## src/rtl/fir_xifu_pkg.sv

```systemverilog
// -----------------------------------------------------------------------------
// fir_xifu_pkg
// Shared types and helpers for the FIR XIFU offload path: command encodings,
// the issuer FSM state type, the abstract command record, and the two
// instruction-format encoders (I-type for loads, S-type for stores).
// -----------------------------------------------------------------------------
package fir_xifu_pkg;

   localparam logic [6:0] XIFU_OPCODE = 7'b1011011;

   localparam logic [2:0] F3_LDTAP = 3'b000;
   localparam logic [2:0] F3_LDSAM = 3'b001;
   localparam logic [2:0] F3_STSAM = 3'b010;

   typedef enum logic [1:0] {
      INSTR_LDTAP   = 2'b00,
      INSTR_LDSAM   = 2'b01,
      INSTR_INVALID = 2'b10,
      INSTR_STSAM   = 2'b11
   } fir_xifu_instr_t;

   typedef enum logic [1:0] {
      ST_IDLE   = 2'b00,
      ST_ISSUE  = 2'b01,
      ST_COMMIT = 2'b10
   } fir_xifu_issuer_state_t;

   typedef struct packed {
      fir_xifu_instr_t instr;
      logic [4:0]      rs1;
      logic [4:0]      rs2;
      logic [4:0]      rd;
      logic [11:0]     offset;
      logic [31:0]     rs1_val;
      logic [31:0]     rs2_val;
   } fir_xifu_cmd_t;

   function automatic logic [31:0] xifu_encode_I(input logic [2:0]  funct3,
                                                 input logic [4:0]  rd,
                                                 input logic [4:0]  rs1,
                                                 input logic [11:0] imm);
      return {imm, rs1, funct3, rd, XIFU_OPCODE};
   endfunction

   function automatic logic [31:0] xifu_encode_S(input logic [2:0]  funct3,
                                                 input logic [4:0]  rs1,
                                                 input logic [4:0]  rs2,
                                                 input logic [11:0] imm);
      return {imm[11:5], rs2, rs1, funct3, imm[4:0], XIFU_OPCODE};
   endfunction

endpackage

```

## src/rtl/fir_xifu_issuer_fifo.sv

```systemverilog
// -----------------------------------------------------------------------------
// fir_xifu_issuer_fifo
// Command queue for the issuer. DEPTH == 1 builds a single holding register;
// larger (power-of-2) depths build a circular buffer. Push and pop in the same
// cycle are allowed; the producer must not push while full_o is high.
// Ports:
//   clk_i, rst_i        clock, synchronous active-high reset
//   push_i, wdata_i     write strobe and command
//   pop_i, rdata_o      read strobe and head-of-queue command
//   full_o, empty_o     occupancy flags
// -----------------------------------------------------------------------------
module fir_xifu_issuer_fifo
   import fir_xifu_pkg::*;
#(
   parameter int unsigned DEPTH = 4
) (
   input  logic          clk_i,
   input  logic          rst_i,
   input  logic          push_i,
   input  fir_xifu_cmd_t wdata_i,
   input  logic          pop_i,
   output fir_xifu_cmd_t rdata_o,
   output logic          full_o,
   output logic          empty_o
);

   generate
      if (DEPTH == 1) begin : g_hold
         logic          full_q, full_d;
         fir_xifu_cmd_t data_q;

         always_comb begin
            full_d = full_q;
            if (pop_i)  full_d = 1'b0;
            if (push_i) full_d = 1'b1;
         end

         always_ff @(posedge clk_i) begin
            if (rst_i) full_q <= 1'b0;
            else       full_q <= full_d;
         end

         always_ff @(posedge clk_i) begin
            if (push_i) data_q <= wdata_i;
         end

         assign rdata_o = data_q;
         assign full_o  = full_q;
         assign empty_o = !full_q;
      end else begin : g_ring
         localparam int unsigned PTR_W = $clog2(DEPTH);

         fir_xifu_cmd_t    mem_q [DEPTH];
         logic [PTR_W-1:0] wptr_q, wptr_d, rptr_q, rptr_d;
         logic [PTR_W:0]   cnt_q, cnt_d;

         always_comb begin
            wptr_d = wptr_q;
            rptr_d = rptr_q;
            cnt_d  = cnt_q;
            if (push_i) wptr_d = wptr_q + PTR_W'(1);
            if (pop_i)  rptr_d = rptr_q + PTR_W'(1);
            case ({push_i, pop_i})
               2'b10:   cnt_d = cnt_q + (PTR_W + 1)'(1);
               2'b01:   cnt_d = cnt_q - (PTR_W + 1)'(1);
               default: cnt_d = cnt_q;
            endcase
         end

         always_ff @(posedge clk_i) begin
            if (rst_i) begin
               wptr_q <= '0;
               rptr_q <= '0;
               cnt_q  <= '0;
            end else begin
               wptr_q <= wptr_d;
               rptr_q <= rptr_d;
               cnt_q  <= cnt_d;
            end
         end

         always_ff @(posedge clk_i) begin
            if (push_i) mem_q[wptr_q] <= wdata_i;
         end

         assign rdata_o = mem_q[rptr_q];
         assign full_o  = (cnt_q == (PTR_W + 1)'(DEPTH));
         assign empty_o = (cnt_q == '0);
      end
   endgenerate

endmodule

```

## src/rtl/fir_xifu_issuer.sv

```systemverilog
// -----------------------------------------------------------------------------
// fir_xifu_issuer
// Core-side initiator for the FIR extension unit. Queues abstract FIR commands,
// encodes them as custom-opcode instructions and drives the X-interface issue,
// commit and result channels, so the XIFU can run without a CPU.
//
// Build option: FIR_XIFU_ISSUER_FIFO_EN
//   defined   -> command queue of FIFO_DEPTH entries
//   undefined -> single holding register (FIFO_DEPTH has no effect)
//
// Ports:
//   clk_i, rst_i                 clock, synchronous active-high reset
//   cmd_*                        command input handshake and fields
//   issue_*                      X-interface issue channel (instr, id, operands)
//   commit_*                     commit channel, one-cycle pulse per accept
//   result_*                     result channel (always ready)
//   rf_we_o/rf_waddr_o/rf_wdata_o  register-file write, one cycle after result
//   rejected_o, err_o            single-cycle status pulses
//   busy_o                       queue non-empty, FSM active or results pending
// -----------------------------------------------------------------------------
module fir_xifu_issuer
   import fir_xifu_pkg::*;
#(
   parameter int unsigned FIFO_DEPTH      = 4,
   parameter int unsigned ID_WIDTH        = 4,
   parameter int unsigned MAX_OUTSTANDING = 2
) (
   input  logic                clk_i,
   input  logic                rst_i,
   input  logic                cmd_valid_i,
   output logic                cmd_ready_o,
   input  logic [1:0]          cmd_instr_i,
   input  logic [4:0]          cmd_rs1_i,
   input  logic [4:0]          cmd_rs2_i,
   input  logic [4:0]          cmd_rd_i,
   input  logic [11:0]         cmd_offset_i,
   input  logic [31:0]         cmd_rs1_val_i,
   input  logic [31:0]         cmd_rs2_val_i,
   output logic                issue_valid_o,
   input  logic                issue_ready_i,
   output logic [31:0]         issue_instr_o,
   output logic [ID_WIDTH-1:0] issue_id_o,
   output logic [31:0]         issue_rs1_o,
   output logic [31:0]         issue_rs2_o,
   input  logic                issue_accept_i,
   output logic                commit_valid_o,
   output logic [ID_WIDTH-1:0] commit_id_o,
   output logic                commit_kill_o,
   input  logic                result_valid_i,
   output logic                result_ready_o,
   input  logic [ID_WIDTH-1:0] result_id_i,
   input  logic [4:0]          result_rd_i,
   input  logic                result_we_i,
   input  logic [31:0]         result_data_i,
   output logic                rf_we_o,
   output logic [4:0]          rf_waddr_o,
   output logic [31:0]         rf_wdata_o,
   output logic                rejected_o,
   output logic                err_o,
   output logic                busy_o
);

   localparam int unsigned OUT_W = ID_WIDTH + 1;

`ifdef FIR_XIFU_ISSUER_FIFO_EN
   localparam int unsigned CMD_DEPTH = FIFO_DEPTH;
`else
   // Collapses to a single holding register whatever FIFO_DEPTH is.
   localparam int unsigned CMD_DEPTH = FIFO_DEPTH / FIFO_DEPTH;
`endif

   fir_xifu_issuer_state_t state_q, state_d;
   logic [ID_WIDTH-1:0]    id_q, id_d;
   logic [ID_WIDTH-1:0]    commit_id_q, commit_id_d;
   logic [OUT_W-1:0]       out_q, out_d;
   fir_xifu_cmd_t          iss_q, iss_d;
   logic                   rejected_q, rejected_d;
   logic                   err_q, err_d;
   logic                   rf_we_q, rf_we_d;
   logic [4:0]             rf_waddr_q, rf_waddr_d;
   logic [31:0]            rf_wdata_q, rf_wdata_d;

   logic          fifo_full, fifo_empty, pop, accepted, result_ok;
   fir_xifu_cmd_t cmd_in, fifo_rdata;
   logic [31:0]   issue_instr;

   // Results retire in order, so the returned ID is not tracked.
   logic unused_result_id;
   assign unused_result_id = ^result_id_i;

   assign cmd_in = '{instr:   fir_xifu_instr_t'(cmd_instr_i),
                     rs1:     cmd_rs1_i,
                     rs2:     cmd_rs2_i,
                     rd:      cmd_rd_i,
                     offset:  cmd_offset_i,
                     rs1_val: cmd_rs1_val_i,
                     rs2_val: cmd_rs2_val_i};

   fir_xifu_issuer_fifo #(
      .DEPTH (CMD_DEPTH)
   ) u_fifo (
      .clk_i   (clk_i),
      .rst_i   (rst_i),
      .push_i  (cmd_valid_i && !fifo_full),
      .wdata_i (cmd_in),
      .pop_i   (pop),
      .rdata_o (fifo_rdata),
      .full_o  (fifo_full),
      .empty_o (fifo_empty)
   );

   always_comb begin
      state_d     = state_q;
      id_d        = id_q;
      commit_id_d = commit_id_q;
      iss_d       = iss_q;
      out_d       = out_q;
      rejected_d  = 1'b0;
      err_d       = 1'b0;
      pop         = 1'b0;
      accepted    = 1'b0;
      rf_waddr_d  = result_rd_i;
      rf_wdata_d  = result_data_i;

      case (state_q)
         ST_IDLE: begin
            if (!fifo_empty && (out_q < OUT_W'(MAX_OUTSTANDING))) begin
               pop   = 1'b1;
               iss_d = fifo_rdata;
               // Invalid commands are dropped here and never reach the bus.
               if (fifo_rdata.instr == INSTR_INVALID) err_d   = 1'b1;
               else                                   state_d = ST_ISSUE;
            end
         end
         ST_ISSUE: begin
            if (issue_ready_i) begin
               id_d = id_q + ID_WIDTH'(1);
               if (issue_accept_i) begin
                  accepted    = 1'b1;
                  commit_id_d = id_q;
                  state_d     = ST_COMMIT;
               end else begin
                  rejected_d = 1'b1;
                  state_d    = ST_IDLE;
               end
            end
         end
         ST_COMMIT: state_d = ST_IDLE;
         default:   state_d = ST_IDLE;
      endcase

      // A result with nothing outstanding is stray: ignore it and flag it.
      result_ok = result_valid_i && (out_q != '0);
      if (result_valid_i && (out_q == '0)) err_d = 1'b1;

      case ({accepted, result_ok})
         2'b10:   out_d = out_q + OUT_W'(1);
         2'b01:   out_d = out_q - OUT_W'(1);
         default: out_d = out_q;
      endcase

      rf_we_d = result_ok && result_we_i && (result_rd_i != 5'd0);
   end

   always_ff @(posedge clk_i) begin
      if (rst_i) begin
         state_q    <= ST_IDLE;
         id_q       <= '0;
         out_q      <= '0;
         rejected_q <= 1'b0;
         err_q      <= 1'b0;
         rf_we_q    <= 1'b0;
      end else begin
         state_q    <= state_d;
         id_q       <= id_d;
         out_q      <= out_d;
         rejected_q <= rejected_d;
         err_q      <= err_d;
         rf_we_q    <= rf_we_d;
      end
   end

   always_ff @(posedge clk_i) begin
      iss_q       <= iss_d;
      commit_id_q <= commit_id_d;
      rf_waddr_q  <= rf_waddr_d;
      rf_wdata_q  <= rf_wdata_d;
   end

   always_comb begin
      case (iss_q.instr)
         INSTR_LDTAP: issue_instr = xifu_encode_I(F3_LDTAP, iss_q.rd, iss_q.rs1, iss_q.offset);
         INSTR_LDSAM: issue_instr = xifu_encode_I(F3_LDSAM, iss_q.rd, iss_q.rs1, iss_q.offset);
         INSTR_STSAM: issue_instr = xifu_encode_S(F3_STSAM, iss_q.rs1, iss_q.rs2, iss_q.offset);
         default:     issue_instr = '0;
      endcase
   end

   // Data registers are not reset; outputs are qualified by their valids so
   // every output reads zero after reset.
   assign cmd_ready_o    = !fifo_full;
   assign issue_valid_o  = (state_q == ST_ISSUE);
   assign issue_instr_o  = issue_valid_o ? issue_instr   : '0;
   assign issue_id_o     = issue_valid_o ? id_q          : '0;
   assign issue_rs1_o    = issue_valid_o ? iss_q.rs1_val : '0;
   assign issue_rs2_o    = issue_valid_o ? iss_q.rs2_val : '0;
   assign commit_valid_o = (state_q == ST_COMMIT);
   assign commit_id_o    = commit_valid_o ? commit_id_q : '0;
   assign commit_kill_o  = 1'b0;
   assign result_ready_o = 1'b1;
   assign rf_we_o        = rf_we_q;
   assign rf_waddr_o     = rf_we_q ? rf_waddr_q : '0;
   assign rf_wdata_o     = rf_we_q ? rf_wdata_q : '0;
   assign rejected_o     = rejected_q;
   assign err_o          = err_q;
   assign busy_o         = !fifo_empty || (state_q != ST_IDLE) || (out_q != '0);

endmodule

```

## config.mk

```make
export PLATFORM = sky130hd
export DESIGN_NAME = fir_xifu_issuer
export DESIGN_NICKNAME = d
export VERILOG_FILES = /design/src/rtl/fir_xifu_pkg.sv /design/src/rtl/fir_xifu_issuer_fifo.sv /design/src/rtl/fir_xifu_issuer.sv
export SDC_FILE = /design/constraint.sdc
export NUM_CORES = 1
export LEC_CHECK = 0
export CAP_MARGIN = 20
export CELL_PAD_IN_SITES_DETAIL_PLACEMENT = 1
export CELL_PAD_IN_SITES_GLOBAL_PLACEMENT = 1
export CORE_ASPECT_RATIO = 1.1
export CORE_UTILIZATION = 25
export DETAILED_ROUTE_END_ITERATION = 12
export PLACE_DENSITY = 0.6
export SYNTH_ARGS = -nofsm -noshare
export SYNTH_HDL_FRONTEND = slang
export SYNTH_SLANG_ARGS = --single-unit
```

## constraint.sdc

```tcl
create_clock -name clk_i -period 15.4 [get_ports clk_i]
set_clock_uncertainty 0.1 [all_clocks]
set_input_delay 3.08 -clock clk_i [delete_from_list [all_inputs] [get_ports clk_i]]
set_output_delay 3.08 -clock clk_i [all_outputs]
set_load 0.01 [all_outputs]
```

# Word-level counts from Yosys, hierarchy flattened
# Cells that the tools add are included.
[op_classes]
add_sub_neg = 3
n_bitwise = 2
eq_ne = 10
magnitude_cmp = 1
mux = 26
n_reduce_logical = 22
[ops]
columns = ["cell", "n"]
rows = [
  ["$mux W32", 4],
  ["$pmux W32 S3", 1],
  ["$mux W1", 12],
  ["$pmux W5 S2", 1],
  ["$reduce_bool A5 Y1", 2],
  ["$eq A2 B2 Y1 const B", 4],
  ["$mux W2", 4],
  ["$mux W4", 2],
  ["$eq A2 B1 Y1 const B", 3],
  ["$logic_and A1 B1 Y1", 6],
  ["$reduce_and A3 Y1", 2],
  ["$reduce_bool A2 Y1", 3],
  ["$add A5 B1 Y5 const B", 1],
  ["$logic_not A5 Y1", 1],
  ["$lt A5 B2 Y1 const B", 1],
  ["$mux W5", 1],
  ["$sub A5 B1 Y5 const B", 1],
  ["$add A4 B1 Y4 const B", 1],
  ["$logic_not A2 Y1", 2],
  ["$ne A2 B2 Y1 const B", 2],
  ["$pmux W2 S2", 1],
  ["$reduce_and A2 Y1", 2],
  ["$reduce_or A3 Y1", 1],
  ["$logic_or A1 B1 Y1", 2],
  ["other kinds (3)", 4],
]
[totals]
ff_bits = 242
output_inout_bits = 150

# Depth between registers and ports, before layout
[logic_depth]
depth_word = 6
depth_mapped = 12
ltp_nobuf = 10

# Modules after synthesis
# From an unflattened synthesis, not the netlist that was laid out.
[unflattened]
hier_cells = 509
area_unflattened_um2 = 8348.0
[by_module_without_submodules]
columns = ["mod", "cells_each", "seq_area_each_um2", "n_inst", "area_per_inst_um2"]
rows = [
  ["fir_xifu_issuer", 411, 3933.8, 1, 5512.8],
  ["fir_xifu_issuer_fifo", 98, 2812.7, 1, 2835.2],
]

# Worst setup path after synthesis
# Ideal clock, no wire load.
[synth_path]
path_type = "input to register"
from = "input cmd_valid_i"
to = "register u_fifo.g_hold.data_q, in the netlist u_fifo.rdata_o[0], enable pin"
setup_time_ps = 557
n_path_buf = 0
slack_ps = 7610
stages = 1
required_time_ps = 14743
arrival_time_ps = 7133
path_cell_list = "nor2b_1"
[synth_between]
elab_chain_cells = 1
[synth_rtl]
columns = ["item", "line_no", "source"]
rows = [
  ["from (decl)", "fir_xifu_issuer.sv:30", "input logic cmd_valid_i,"],
  ["$logic_and A1 B1 Y1", "fir_xifu_issuer.sv:104", ".push_i (cmd_valid_i && !fifo_full),"],
  ["to (signal assigned)", "fir_xifu_issuer_fifo.sv:44", "if (push_i) data_q <= wdata_i;"],
  ["to (decl)", "fir_xifu_issuer_fifo.sv:30", "fir_xifu_cmd_t data_q;"],
]
# Every way passes these cells.
# A chain may end at the register's enable or synchronous reset.

# Final worst setup path
[layout_path]
from = "input issue_ready_i"
to = "register out_q[4]"
[layout_between]
elab_chain_cells = 4
elab_cells_between_ends = 6
[layout_rtl]
columns = ["item", "line_no", "source"]
rows = [
  ["from (decl)", "fir_xifu_issuer.sv:40", "input logic issue_ready_i,"],
  ["$mux W1 *", "fir_xifu_issuer.sv:136", "if (issue_ready_i) begin"],
  ["$mux W1 *", "fir_xifu_issuer.sv:125", "case (state_q)"],
  ["$eq A2 B1 Y1 or $eq A2 B2 Y1 (tied branches)", "fir_xifu_issuer.sv:156", "case ({accepted, result_ok})"],
  ["$pmux W5 S2 or $reduce_bool A2 Y1 (tied branches)", "n/a", ""],
  ["to (signal assigned)", "fir_xifu_issuer.sv:176", "out_q <= out_d;"],
  ["to (decl)", "fir_xifu_issuer.sv:75", "logic [OUT_W-1:0] out_q, out_d;"],
]
# Every way passes the cells marked *; elsewhere a longest branch is shown, timed or not.

==> results_dict.tcl <==
set metrics [dict create \
    drt_iter0_drc 118 \
    syn_area_sq_um 8370 \
    postRouteWirelength_um 19900 \
    cts_buffers 27 \
    path_common_cell "ha_1" \
    antenna_left 0 \
    met3_usage 0.0531 \
    ir_drop_v 0.0000930 \
    grt_overflow 0 \
    start_util 0.256 \
    cp.arrival_ns 6.19 \
    routedWlPerCell_um 15.9 \
    worstMarginPinSlew_ns 0.911 \
    tns_ns 0 \
    drc 0 \
    min_path_cells 0 \
    startpoint_type "input pin" \
    setup_viol 0 \
    dr.pass1.iters 4 \
    placed_area_sq_um 11600 \
    cts_setup_buffers 0 \
    synth_cell_types 43 \
    io-pin-count 291 \
    cts-resized-gates 0 \
    synth.most_common_cell "edfxtp_1" \
    run_status "completed" \
    path_delay_family "simple AND/OR/NAND/NOR gates" \
    yosysTopAreaCell "edfxtp_1" \
    fp.dieH_um 194 \
    hold_viol 0 \
    r2r_cells 9 \
    fmax_ghz 0.171 \
    cts_tree "done" \
    critPathMaxFanout 11 \
    synthFlopType "edfxtp_1" \
    rsz0062_at_grt "false" \
    synth_top_area_frac 0.682 \
    hold_buffers 0 \
    synth_edf_count 190 \
    cp-end-kind "flip-flop" \
    fin_cells 1251 \
    slew_headroom 0.392 \
    stdcell_area_sq_um 12500 \
    num_rows 69 \
    crit_required_ns 15.73 \
    min_from "u_fifo.rdata_o[18]" \
    fin_nets 948 \
    ys_seq_area_frac 0.806 \
    gp_congestion 0.685 \
    use_met1 0.128 \
    path_cells "clkdlybuf4s50_1 -> and4b_1 -> inv_1 -> ha_1 -> ha_1 -> a21oi_1 -> or4b_1 -> a221oi_2 -> mux2_1" \
    synth_commonest_cells "edfxtp_1, and2_1, dfxtp_1" \
    powerDensity_nw_per_um2 128 \
    multi_input_area_sq_um 1490 \
    fp.coreArea_sq_um 32600 \
    dieArea_sq_um 34200 \
    crit_type "in2reg" \
    grt_pass1_wl_um 30400 \
    grt_util_met2 0.194 \
    reg2reg_slack_ns 11.74 \
    grt_pass1_vias 5255 \
    hp-class "reg2reg" \
    final_util 0.383 \
    io_buffers 281 \
    maxCapViolations 0 \
    placedCellCount 1199 \
    power.total_mw 1.60 \
    slowest_delay_ns 0.54 \
    p_leak_nw 4.37 \
    vias 5010 \
    via_per_inst 4.00 \
    period_needed_ns 5.86 \
    ys_warn_count 0 \
    drive_above_1_share 0.0570 \
    setup_ws_ns 9.54 \
    startpoint "issue_ready_i" \
    synth_area_leaders "edfxtp_1, dfxtp_1, and2_1" \
    reg2reg_from "out_q[1]" \
    synth_area_per_cell_sq_um 16.3 \
    hold_path_end "iss_q[18]" \
    report.final.slew_viol_count 0 \
    worst-path-buf-inv 2 \
    worstSetupPathDepth 9 \
    insertion_delay_ns 0.54 \
    htreeDepth 1 \
    clock_sinks 242 \
    synthCells 512 \
    period_share 0.380 \
    grt_usage 0.115 \
    busiest_layer "met2" \
    dp_hpwl_um 13700 \
    root_buffer "clkbuf_16" \
    synthArstFlopShare 0 \
    reg2reg_to "out_q[4]" \
    cts_buffer_depth 3 \
    clk_pin_slew_ns 0.06 \
    ff_latch_area_sq_um 6750 \
    pre_cts_slack_ns 8.95 \
    antenna_found_initial 2 \
    ys_ff_latch 242 \
    fillers 3364 \
    syn2layout_area_growth_pct 49.2 \
    grt_max_degree 74 \
    holdWs_ns 0.315 \
    slowest_stage "clkdlybuf4s50_1" \
    die_w_um 176 \
]
## cells in the final DEF (no fill, tap or decap), types with 3 or more instances in the layout
master	count
nand2_1	6
xor2_1	4
and2_1	123
clkinv_1	8
clkdlybuf4s50_1	281
clkbuf_16	28
nand3_1	4
conb_1	5
dfxtp_1	52
nor2_1	24
inv_1	4
buf_4	6
o21ai_0	3
nor3_1	4
a21oi_1	17
nor2b_1	14
edfxtp_1	190
clkbuf_1	8
ha_1	4
## flip-flops by register name, summed over array words and instances, names as in the netlist, 2 cells and up
register        flops
rf_wdata_q         32
state_q             2
out_q               5
commit_id_q         4
rf_waddr_q          5
id_q                4
iss_q              93
u_fifo.rdata_o     93
## cell families (layout without fill, tap and decap cells)
logic type | after synthesis | after routing | synth area share
AND/OR/NAND/NOR | 194 | 194 | 0.138
buffers and inverters | 34 | 343 | 0.0193
adder cells (fa/ha/maj) | 4 | 4 | 0.00598
AO/OA/AOI/OAI | 29 | 29 | 0.0215
flip-flops | 242 | 242 | 0.806
other | 2 | 6 | 0.000897
multiplexers | 3 | 3 | 0.00389
XOR/XNOR | 4 | 4 | 0.00419
## power by group
group,total [mW],internal [mW],switching [mW]
clock,0.596,0.339,0.258
combinational,0.198,0.0996,0.0986
sequential,0.802,0.783,0.0191
total,1.60,1.22,0.375
## how the worst max path moves through the flow
stage	to	slack, ns
after floorplan	u_fifo.rdata_o[0]	7.61
after global placement	out_q[4]	9.04
after detailed placement	out_q[4]	8.95
after CTS	issue_instr_o[13]	9.19
after global routing	out_q[4]	9.37
final	out_q[4]	9.54
## area by class of cell
type	count	area share
clock buffers	37	0.0596
repair buffers	288	0.230
flip-flops and latches	242	0.540
multi-input cells	239	0.119
inverters	5	0.00150
diodes	1	0.000200
well taps	426	0.0427
clock inverters	13	0.00611
## layer usage
layer	part of all wire	routed length, um
met5	0.00090	18
met4	0.023	464
met3	0.11	2290
met2	0.48	9580
met1	0.38	7600
No activity file was read; power rests on OpenSTA's default activity.
